File: src/rtl/gray_ptr_if.sv
// gray_ptr_if: local pointer request, remote Gray pointer and status outputs of one
// gray_ptr_ctrl instance. The controller connects through the slave modport.
interface gray_ptr_if #(
  parameter int ADDR_W = 4
);
  logic              inc;
  logic [ADDR_W:0]   remote_gray;
  logic [ADDR_W-1:0] addr;
  logic [ADDR_W:0]   gray;
  logic              flag;
  logic [ADDR_W:0]   level;
  logic              almost;

  modport master (
    output inc, remote_gray,
    input  addr, gray, flag, level, almost
  );

  modport slave (
    input  inc, remote_gray,
    output addr, gray, flag, level, almost
  );
endinterface

File: src/rtl/gray_ptr_ctrl.sv
// gray_ptr_ctrl: async-FIFO pointer controller for one clock domain (IS_WR selects full/empty side).
// Defining GRAY_PTR_LEVEL_EN adds the registered fill level and almost flag.
module gray_ptr_ctrl #(
  parameter int ADDR_W    = 4,
  parameter int IS_WR     = 1,
  parameter int ALMOST_TH = 2
) (
  input logic       clk,
  input logic       rst,
  gray_ptr_if.slave bus
);
  localparam int DEPTH = 1 << ADDR_W;
  localparam int PW    = ADDR_W + 1;

  // Inverting the two top Gray bits maps the remote pointer onto "one lap ahead".
  localparam logic [ADDR_W:0] FULL_MASK = PW'(3) << (ADDR_W - 1);
  localparam logic            FLAG_RST  = (IS_WR == 0);

  if (ADDR_W < 1) begin : g_bad_addr_w
    $error("gray_ptr_ctrl: ADDR_W must be at least 1");
  end
  if (ALMOST_TH < 0 || ALMOST_TH > DEPTH) begin : g_bad_almost_th
    $error("gray_ptr_ctrl: ALMOST_TH must lie in 0..DEPTH");
  end

  logic [ADDR_W:0] bin_q, bin_next;
  logic [ADDR_W:0] gray_q, gray_next;
  logic            flag_q, flag_next;
  logic            inc_eff;

  assign inc_eff   = bus.inc & ~flag_q;
  assign bin_next  = bin_q + {{ADDR_W{1'b0}}, inc_eff};
  assign gray_next = bin_next ^ (bin_next >> 1);

  always_comb begin
    if (IS_WR != 0) flag_next = (gray_next == (bus.remote_gray ^ FULL_MASK));
    else            flag_next = (gray_next == bus.remote_gray);
  end

  // NOTE: state registers use non-blocking assignments so every flop samples pre-edge values.
  always_ff @(posedge clk) begin
    if (rst) begin
      bin_q  <= '0;
      gray_q <= '0;
      flag_q <= FLAG_RST;
    end else begin
      bin_q  <= bin_next;
      gray_q <= gray_next;
      flag_q <= flag_next;
    end
  end

  assign bus.addr = bin_q[ADDR_W-1:0];
  assign bus.gray = gray_q;
  assign bus.flag = flag_q;

`ifdef GRAY_PTR_LEVEL_EN
  localparam logic [ADDR_W:0] ALMOST_FULL_TH  = PW'(DEPTH - ALMOST_TH);
  localparam logic [ADDR_W:0] ALMOST_EMPTY_TH = PW'(ALMOST_TH);
  localparam logic            ALMOST_RST      = (IS_WR == 0) || (ALMOST_TH >= DEPTH);

  logic [ADDR_W:0] remote_bin;
  logic [ADDR_W:0] level_next, level_q;
  logic            almost_next, almost_q;

  // Binary bit i is the XOR of all Gray bits from the MSB down to i.
  always_comb begin
    remote_bin = '0;
    for (int i = 0; i <= ADDR_W; i++) remote_bin[i] = ^(bus.remote_gray >> i);
  end

  always_comb begin
    if (IS_WR != 0) begin
      level_next  = bin_next - remote_bin;
      almost_next = (level_next >= ALMOST_FULL_TH);
    end else begin
      level_next  = remote_bin - bin_next;
      almost_next = (level_next <= ALMOST_EMPTY_TH);
    end
  end

  always_ff @(posedge clk) begin
    if (rst) begin
      level_q  <= '0;
      almost_q <= ALMOST_RST;
    end else begin
      level_q  <= level_next;
      almost_q <= almost_next;
    end
  end

  assign bus.level  = level_q;
  assign bus.almost = almost_q;
`else
  assign bus.level  = '0;
  assign bus.almost = 1'b0;
`endif
endmodule

File: src/flat_wrapper.sv
// flat-port wrapper written by rule: the top's interface ports become plain ports
module gray_ptr_ctrl_flat 
#(
  parameter int ADDR_W    = 4,
  parameter int IS_WR     = 1,
  parameter int ALMOST_TH = 2
)
  (clk, rst, bus_inc, bus_remote_gray, bus_addr, bus_gray, bus_flag, bus_level, bus_almost);
  gray_ptr_if #(.ADDR_W(ADDR_W)) bus_i ();
  input logic clk;
  input logic rst;
  input wire logic [$bits(bus_i.inc)-1:0] bus_inc;
  input wire logic [$bits(bus_i.remote_gray)-1:0] bus_remote_gray;
  output wire logic [$bits(bus_i.addr)-1:0] bus_addr;
  output wire logic [$bits(bus_i.gray)-1:0] bus_gray;
  output wire logic [$bits(bus_i.flag)-1:0] bus_flag;
  output wire logic [$bits(bus_i.level)-1:0] bus_level;
  output wire logic [$bits(bus_i.almost)-1:0] bus_almost;
  assign bus_i.inc = bus_inc;
  assign bus_i.remote_gray = bus_remote_gray;
  assign bus_addr = bus_i.addr;
  assign bus_gray = bus_i.gray;
  assign bus_flag = bus_i.flag;
  assign bus_level = bus_i.level;
  assign bus_almost = bus_i.almost;
  gray_ptr_ctrl #(.ADDR_W(ADDR_W), .IS_WR(IS_WR), .ALMOST_TH(ALMOST_TH)) u_core (.clk(clk), .rst(rst), .bus(bus_i));
endmodule
File: config.mk
export PLATFORM = sky130hd
export DESIGN_NAME = gray_ptr_ctrl_flat
export DESIGN_NICKNAME = d
export VERILOG_FILES = /design/src/rtl/gray_ptr_if.sv /design/src/rtl/gray_ptr_ctrl.sv /design/src/flat_wrapper.sv
export SDC_FILE = /design/constraint.sdc
export NUM_CORES = 1
export LEC_CHECK = 0
export ABC_AREA = 1
export ABC_CLOCK_PERIOD_IN_PS = 1500
export CAP_MARGIN = 15
export CORE_MARGIN = 10
export CORE_UTILIZATION = 35
export CTS_CLUSTER_SIZE = 24
export DETAILED_ROUTE_END_ITERATION = 8
export HOLD_SLACK_MARGIN = 0.06
export PLACE_DENSITY = 0.69
export SYNTH_ARGS = -nofsm -noshare
export SYNTH_HDL_FRONTEND = slang
export SYNTH_SLANG_ARGS = --single-unit
File: constraint.sdc
create_clock -name clk -period 1.5 [get_ports clk]
set_input_delay 0.3 -clock clk [delete_from_list [all_inputs] [get_ports clk]]
set_output_delay 0.3 -clock clk [all_outputs]
set_load 0.02 [all_outputs]
==> flow_summary.toml, run 1 <==
[worst_setup_path]
path_buf_inv = 1
path_delay_family = "simple AND/OR/NAND/NOR gates"
critPathSlowestCell = "dfxtp_4"
startpoint_type = "register"
critPathMaxStageDelay_ns = 0.35
crit_type = "reg2reg"
r2r_cells = 11
crit_chain = "nor2_4 -> ha_4 -> ha_4 -> nand2_1 -> inv_2 -> nor2_4 -> nand2_2 -> nand3_1 -> nand2_1 -> nand2_2 -> nor2_2"
cp.arrival_ns = 1.71
crit_fanout = 6
critPathRequiredTime_ns = 1.71
end_kind = "register"
cp.depth = 11

[power]
swShare_pct = 29.7
p_total_uw = 771
ir_worst_vdd_mv = 0.402
pwr-share-clk_pct = 33.0
power_frac_comb_pct = 29.5
internal_power_uw = 542
power_density_nw_per_um2 = 750
p_leak_uw = 0.000536
p_switching_uw = 229
pwr-share-seq_pct = 37.5

[global_route]
antenna_found_initial = 0
grt_first_pass_wirelength_um = 2610
grt_max_degree = 10
grt_use_total_pct = 9.47
grt_pass1_vias = 631
overflow = 0

[drt]
drt-wirelength-per-cell_um = 12.2
remaining_drc_errors = 0
antenna_left = 0
route.vias.total = 666
vias_per_cell = 4.56
drt_iter0_drc = 6
first_pass_iters = 4
route.final.wire_length_um = 1770

[synth]
yosysSeqAreaShare_pct = 32.4
synth_xor_xnor_area_share_pct = 2.63
synth-compound-area-share_pct = 2.43
syn-instance-count = 90
synthAdderAreaFrac_pct = 4.05
ys_types = 17
yosys.area.top_type = "dfxtp_1"
avgSynthCellArea_um2 = 6.87
synthMostInstantiatedCell = "nand2_1"
async_reset_ff_share_pct = 0
synthFlopType = "dfxtp_1"
synthTopCellsByArea = "dfxtp_1 (32%), nand2_1 (16%), buf_4 (7.3%)"
synth-edff-count = 0
syn_area_um2 = 618
yosys.area_share.simple_pct = 43.3
yosys_warnings = 0
synth_top_area_share_pct = 32.4
netlist_top_cells_count = "nand2_1 (26), dfxtp_1 (10), nor2_1 (10), inv_1 (8)"
synthMuxAreaShare_pct = 0
ys_ff_latch = 10
synth_top_family_by_area = "simple AND/OR/NAND/NOR gates"

[worst_hold_path]
holdPathStages = 4
min_path_type = "reg2reg"

[sta]
rsz0062_at_grt = "yes"
skew_ns = 0.00237
setup_viol = 1
drv_slew = 0
finalWorstSetupSlack_ns = -0.00119
fin_crit_sh_pct = 100
finalCriticalPeriod_ns = 1.50
max_freq_mhz = 666
hold_ws_ns = 0.644
hold_viol = 0

[run_status]
violations = "setup timing"
outcome = "complete, but fails checks"

[clock_network]
post-cts-setup-buffers = 0
cts_made_buffers = 3
clock-sinks = 10
path_clk_slew_ns = 0.07
clk-insertion-delay-late_ns = 0.27
ctsLongestPathBuffers = 2
htreeDepth = 1
cts_hold_buf = 0
cts_tree = "done"
cts-root-buf = "clkbuf_4"

[floorplan]
dieArea_um2 = 3850
core_area_um2 = 1710
die_w_um = 62.0
ioPinCount = 24
die_h_um = 62.0
start_util_pct = 36.2
row_count = 15

[cells_and_area]
fillCellCount = 155
drive_gt1_share_pct = 38.0
final_core_util_pct = 60.2
insertedDiodeCount = 0
fin_nets = 132
syn_to_final_growth_pct = 66.4

[run]
drv_cap = 0

[placement]
dpl_worst_slack_ns = -0.528
portBuffers = 17
place_congestion = 0.776
dp_hpwl_um = 1300
==> tightest hold or removal path, cell delays in order (launching register included) <==
cell     delay, ns
dfxtp_1       0.34
nand2_2       0.06
nand2_2       0.06
nand2_2       0.08
a21oi_1       0.06
==> power groups by stage <==
stage | clock network, µW | registers (µW) | logic (µW)
after floorplan | 0 | 311 | 106
after global placement | 0 | 294 | 215
after detailed placement | 0 | 294 | 220
after CTS | 259 | 288 | 219
after global routing | 265 | 291 | 249
final | 255 | 289 | 228
==> flip-flops by register name, indices dropped and copies added (netlist names) <==
signal / count
u_core.bin_q: 4
u_core.bus.flag: 1
u_core.bus.gray: 5
==> final cells by class <==
class | instances | area, µm² | share of cell area [%]
clock buffer | 4 | 36.3 | 3.53
inverter | 8 | 30.0 | 2.92
multi-input combinational | 69 | 457 | 44.4
sequential | 10 | 205 | 20.0
tap | 25 | 31.3 | 3.04
timing repair buffer | 30 | 269 | 26.2
==> kinds of logic (layout without fill, tap and decap cells) <==
| group | count (synthesis) | count (layout) |
|---|---|---|
| simple gates | 57 | 57 |
| buf+inv | 16 | 42 |
| flops | 10 | 10 |
| compound gates | 3 | 3 |
| fa+ha+maj | 2 | 2 |
| other cells | 1 | 6 |
| xor+xnor | 1 | 1 |
==> final timing paths <==
path                                 start                       endpoint  slack [ns]
max             u_core.bus.flag$_SDFF_PP0_     u_core.bus.flag$_SDFF_PP0_      -0.001
max reg2reg     u_core.bus.flag$_SDFF_PP0_     u_core.bus.flag$_SDFF_PP0_      -0.001
min reg2reg  u_core.bus.gray[4]$_SDFF_PP0_  u_core.bus.gray[3]$_SDFF_PP0_        0.64
min          u_core.bus.gray[4]$_SDFF_PP0_  u_core.bus.gray[3]$_SDFF_PP0_        0.64
==> layout by cell type, fill, tap and decap left out, types with 2 or more instances in the layout <==
master	count
a21oi_1	2
dfxtp_1	8
nand3_2	3
nand3b_1	4
nor2_2	2
nand2_2	11
nand3_1	3
clkdlybuf4s50_1	6
nand2_1	17
buf_4	13
clkbuf_4	3
nand4_1	4
inv_2	2
inv_1	6
dlymetal6s2s_1	4
nor2_4	2
conb_1	6
dlygate4sd2_1	7
ha_4	2
nand2_4	2
nor2_1	8
==> repair_timing <==
action	in CTS	in global routing
gates resized for setup	14	20
cloned	0	0
endpoints found under the setup margin	11	6
hold endpoints to repair	0	0
pin swaps	16	11
==> routing by layer <==
layer | wire length, µm | track usage [%] | up-vias | share of wire [%]
met4 | 77 | 8.60 | 0 | 4.3
met1 | 653 | 9.26 | 302 | 37
li1 | - | - | 336 | -
met5 | 0 | 0 | - | 0
met3 | 113 | 2.44 | 6 | 6.4
met2 | 929 | 16.1 | 22 | 52
==> stage by stage <==
stage	setup TNS [ns]	instance area (µm²)	cells
6_report	-0.00119	1030	146
5_1_grt	-0.126	1030	146
4_1_cts	-0.0286	943	146
3_5_place_dp	-2.89	896	142
3_3_place_gp	-2.58	896	142
2_1_floorplan	0	657	95
Power figures use the tool's default switching activity.
==> inputs of run 2 (changes only) <==
--- a/config.mk
+++ b/config.mk
@@ -10,6 +10,7 @@
 export CAP_MARGIN = 15
 export CORE_MARGIN = 10
 export CORE_UTILIZATION = 35
+export CTS_CLUSTER_DIAMETER = 120
 export CTS_CLUSTER_SIZE = 24
 export DETAILED_ROUTE_END_ITERATION = 8
 export HOLD_SLACK_MARGIN = 0.06
==> results of run 2 <==
No change in the layout: final DEF, timing and power equal those of run 1.
==> inputs of run 3 (changes only) <==
--- a/config.mk
+++ b/config.mk
@@ -15,6 +15,7 @@
 export DETAILED_ROUTE_END_ITERATION = 8
 export HOLD_SLACK_MARGIN = 0.06
 export PLACE_DENSITY = 0.69
+export SKIP_CTS_REPAIR_TIMING = 1
 export SYNTH_ARGS = -nofsm -noshare
 export SYNTH_HDL_FRONTEND = slang
 export SYNTH_SLANG_ARGS = --single-unit
==> flow_summary.toml, run 3 (same netlist as run 1, synthesis figures left out) <==
[drt]
antenna_left = 0
vias_per_cell = 4.62
drt-wirelength-per-cell_um = 12.9
route.vias.total = 674
route.final.wire_length_um = 1880
first_pass_iters = 6
remaining_drc_errors = 0
drt_iter0_drc = 6

[floorplan]
die_w_um = 62.0
row_count = 15
ioPinCount = 24
die_h_um = 62.0
core_area_um2 = 1710
dieArea_um2 = 3850
start_util_pct = 36.2

[cells_and_area]
insertedDiodeCount = 0
drive_gt1_share_pct = 38.8
mostFrequentLayoutCells = "nand2_1 (16), buf_4 (13), nand2_2 (12)"
final_common_cell = "nand2_1"
fillCellCount = 145
multiInputGateArea_um2 = 459
largest_reg_flops = 5
syn_to_final_growth_pct = 71.1
fin_nets = 132
ff_latch_area_um2 = 205

[sta]
fin_crit_sh_pct = 105
hold_ws_ns = 0.674
finalCriticalPeriod_ns = 1.57
rsz0062_at_grt = "yes"
skew_ns = 0.00343
max_freq_mhz = 636
hold_viol = 0
drv_slew = 0
finalWorstSetupSlack_ns = -0.0728
setup_viol = 1

[global_route]
grtUsageMet2_pct = 15.2
grt_pass1_vias = 598
use_met3_pct = 2.44
grtUsageMet1_pct = 8.80
grt_use_total_pct = 9.06
overflow = 0
antenna_found_initial = 0
grt_first_pass_wirelength_um = 2480
busiest_layer = "met2"
grt_max_degree = 10

[worst_setup_path]
critPathRequiredTime_ns = 1.67
cp.arrival_ns = 1.75
crit_chain = "nor2_4 -> ha_4 -> ha_4 -> nand4_1 -> nand2_4 -> nand2_2 -> nand3b_1 -> nand2_1 -> nand2_2 -> nor2_2"
cp.depth = 10
regToRegSetupSlack_ns = -0.07
crit_type = "reg2reg"
path_buf_inv = 0
startpoint_type = "register"
r2r_cells = 10
crit_fanout = 6
critPathMaxStageDelay_ns = 0.35
critPathSlowestCell = "dfxtp_4"
end_kind = "register"
path_delay_family = "simple AND/OR/NAND/NOR gates"

[worst_hold_path]
min_path_type = "reg2reg"
holdPathStages = 4

[power]
pwr-share-seq_pct = 37.3
ir_worst_vdd_mv = 0.397
internal_power_uw = 545
power_frac_comb_pct = 30.0
p_switching_uw = 229
p_total_uw = 775
p_leak_uw = 0.000624
pwr-share-clk_pct = 32.7
power_density_nw_per_um2 = 733
swShare_pct = 29.6

[clock_network]
cts_tree = "done"
clk-insertion-delay-late_ns = 0.27
htreeDepth = 1
path_clk_slew_ns = 0.07
cts-root-buf = "clkbuf_4"
clock-sinks = 10
ctsLongestPathBuffers = 2
cts_made_buffers = 3

[placement]
portBuffers = 17
dp_hpwl_um = 1300
place_congestion = 0.776

[run]
drv_cap = 0

[run_status]
violations = "setup timing"
outcome = "complete, but fails checks"
run 3: cell types whose count changed in the layout (fill, tap and decap cells not counted):
| cell | change |
|---|---|
| dlygate4sd2_1 | -7 |
| dlymetal6s2s_1 | +7 |
| nand2_1 | -1 |
| nand2_2 | +1 |
run 3: layer usage:
metal	up-vias	part of all wire, %	routed length [µm]
li1	338	-	-
met1	302	38	716
met2	24	54	1010
met3	10	4.7	89
met4	0	3.2	61
met5	-	0	0
run 3: worst paths after layout:
path / startpoint / to
setup / recovery: u_core.bus.flag$_SDFF_PP0_ / u_core.bus.flag$_SDFF_PP0_
hold reg to reg: u_core.bus.gray[4]$_SDFF_PP0_ / u_core.bus.gray[4]$_SDFF_PP0_
hold / removal: u_core.bus.gray[4]$_SDFF_PP0_ / u_core.bus.gray[4]$_SDFF_PP0_
setup reg to reg: u_core.bus.flag$_SDFF_PP0_ / u_core.bus.flag$_SDFF_PP0_
run 3: power by group through the flow:
stage                     clock [µW]  combinational [µW]  sequential [µW]
after floorplan                    0                 106              311
after global placement             0                 215              294
after detailed placement           0                 220              294
after CTS                        259                 221              288
after global routing             265                 253              291
final                            254                 232              289
run 3: layout make-up:
cell class / count / share of cell area (%)
inverters: 8 / 2.84
well taps: 25 / 2.96
multi-input cells: 69 / 43.4
clock buffers: 4 / 3.43
flip-flops and latches: 10 / 19.4
repair buffers: 30 / 27.9
run 3: per-stage QoR:
stage | cell area, µm² | utilization [%] | setup slack (ns) | instances | setup TNS, ns
3_5_place_dp | 896 | 52.5 | -0.528 | 142 | -2.89
5_1_grt | 1060 | 61.9 | -0.126 | 146 | -0.146
6_report | 1060 | 61.9 | -0.0728 | 146 | -0.0728
4_1_cts | 932 | 54.6 | -0.248 | 146 | -0.939
3_3_place_gp | 896 | 52.5 | -0.458 | 142 | -2.58
2_1_floorplan | 657 | - | 0.000864 | 95 | 0
run 3: worst register-to-register path: stages, from the launching register on:
cell	delay (ns)
dfxtp_4	0.35
nor2_4	0.10
ha_4	0.15
ha_4	0.21
nand4_1	0.18
nand2_4	0.15
nand2_2	0.05
nand3b_1	0.09
nand2_1	0.07
nand2_2	0.08
nor2_2	0.04
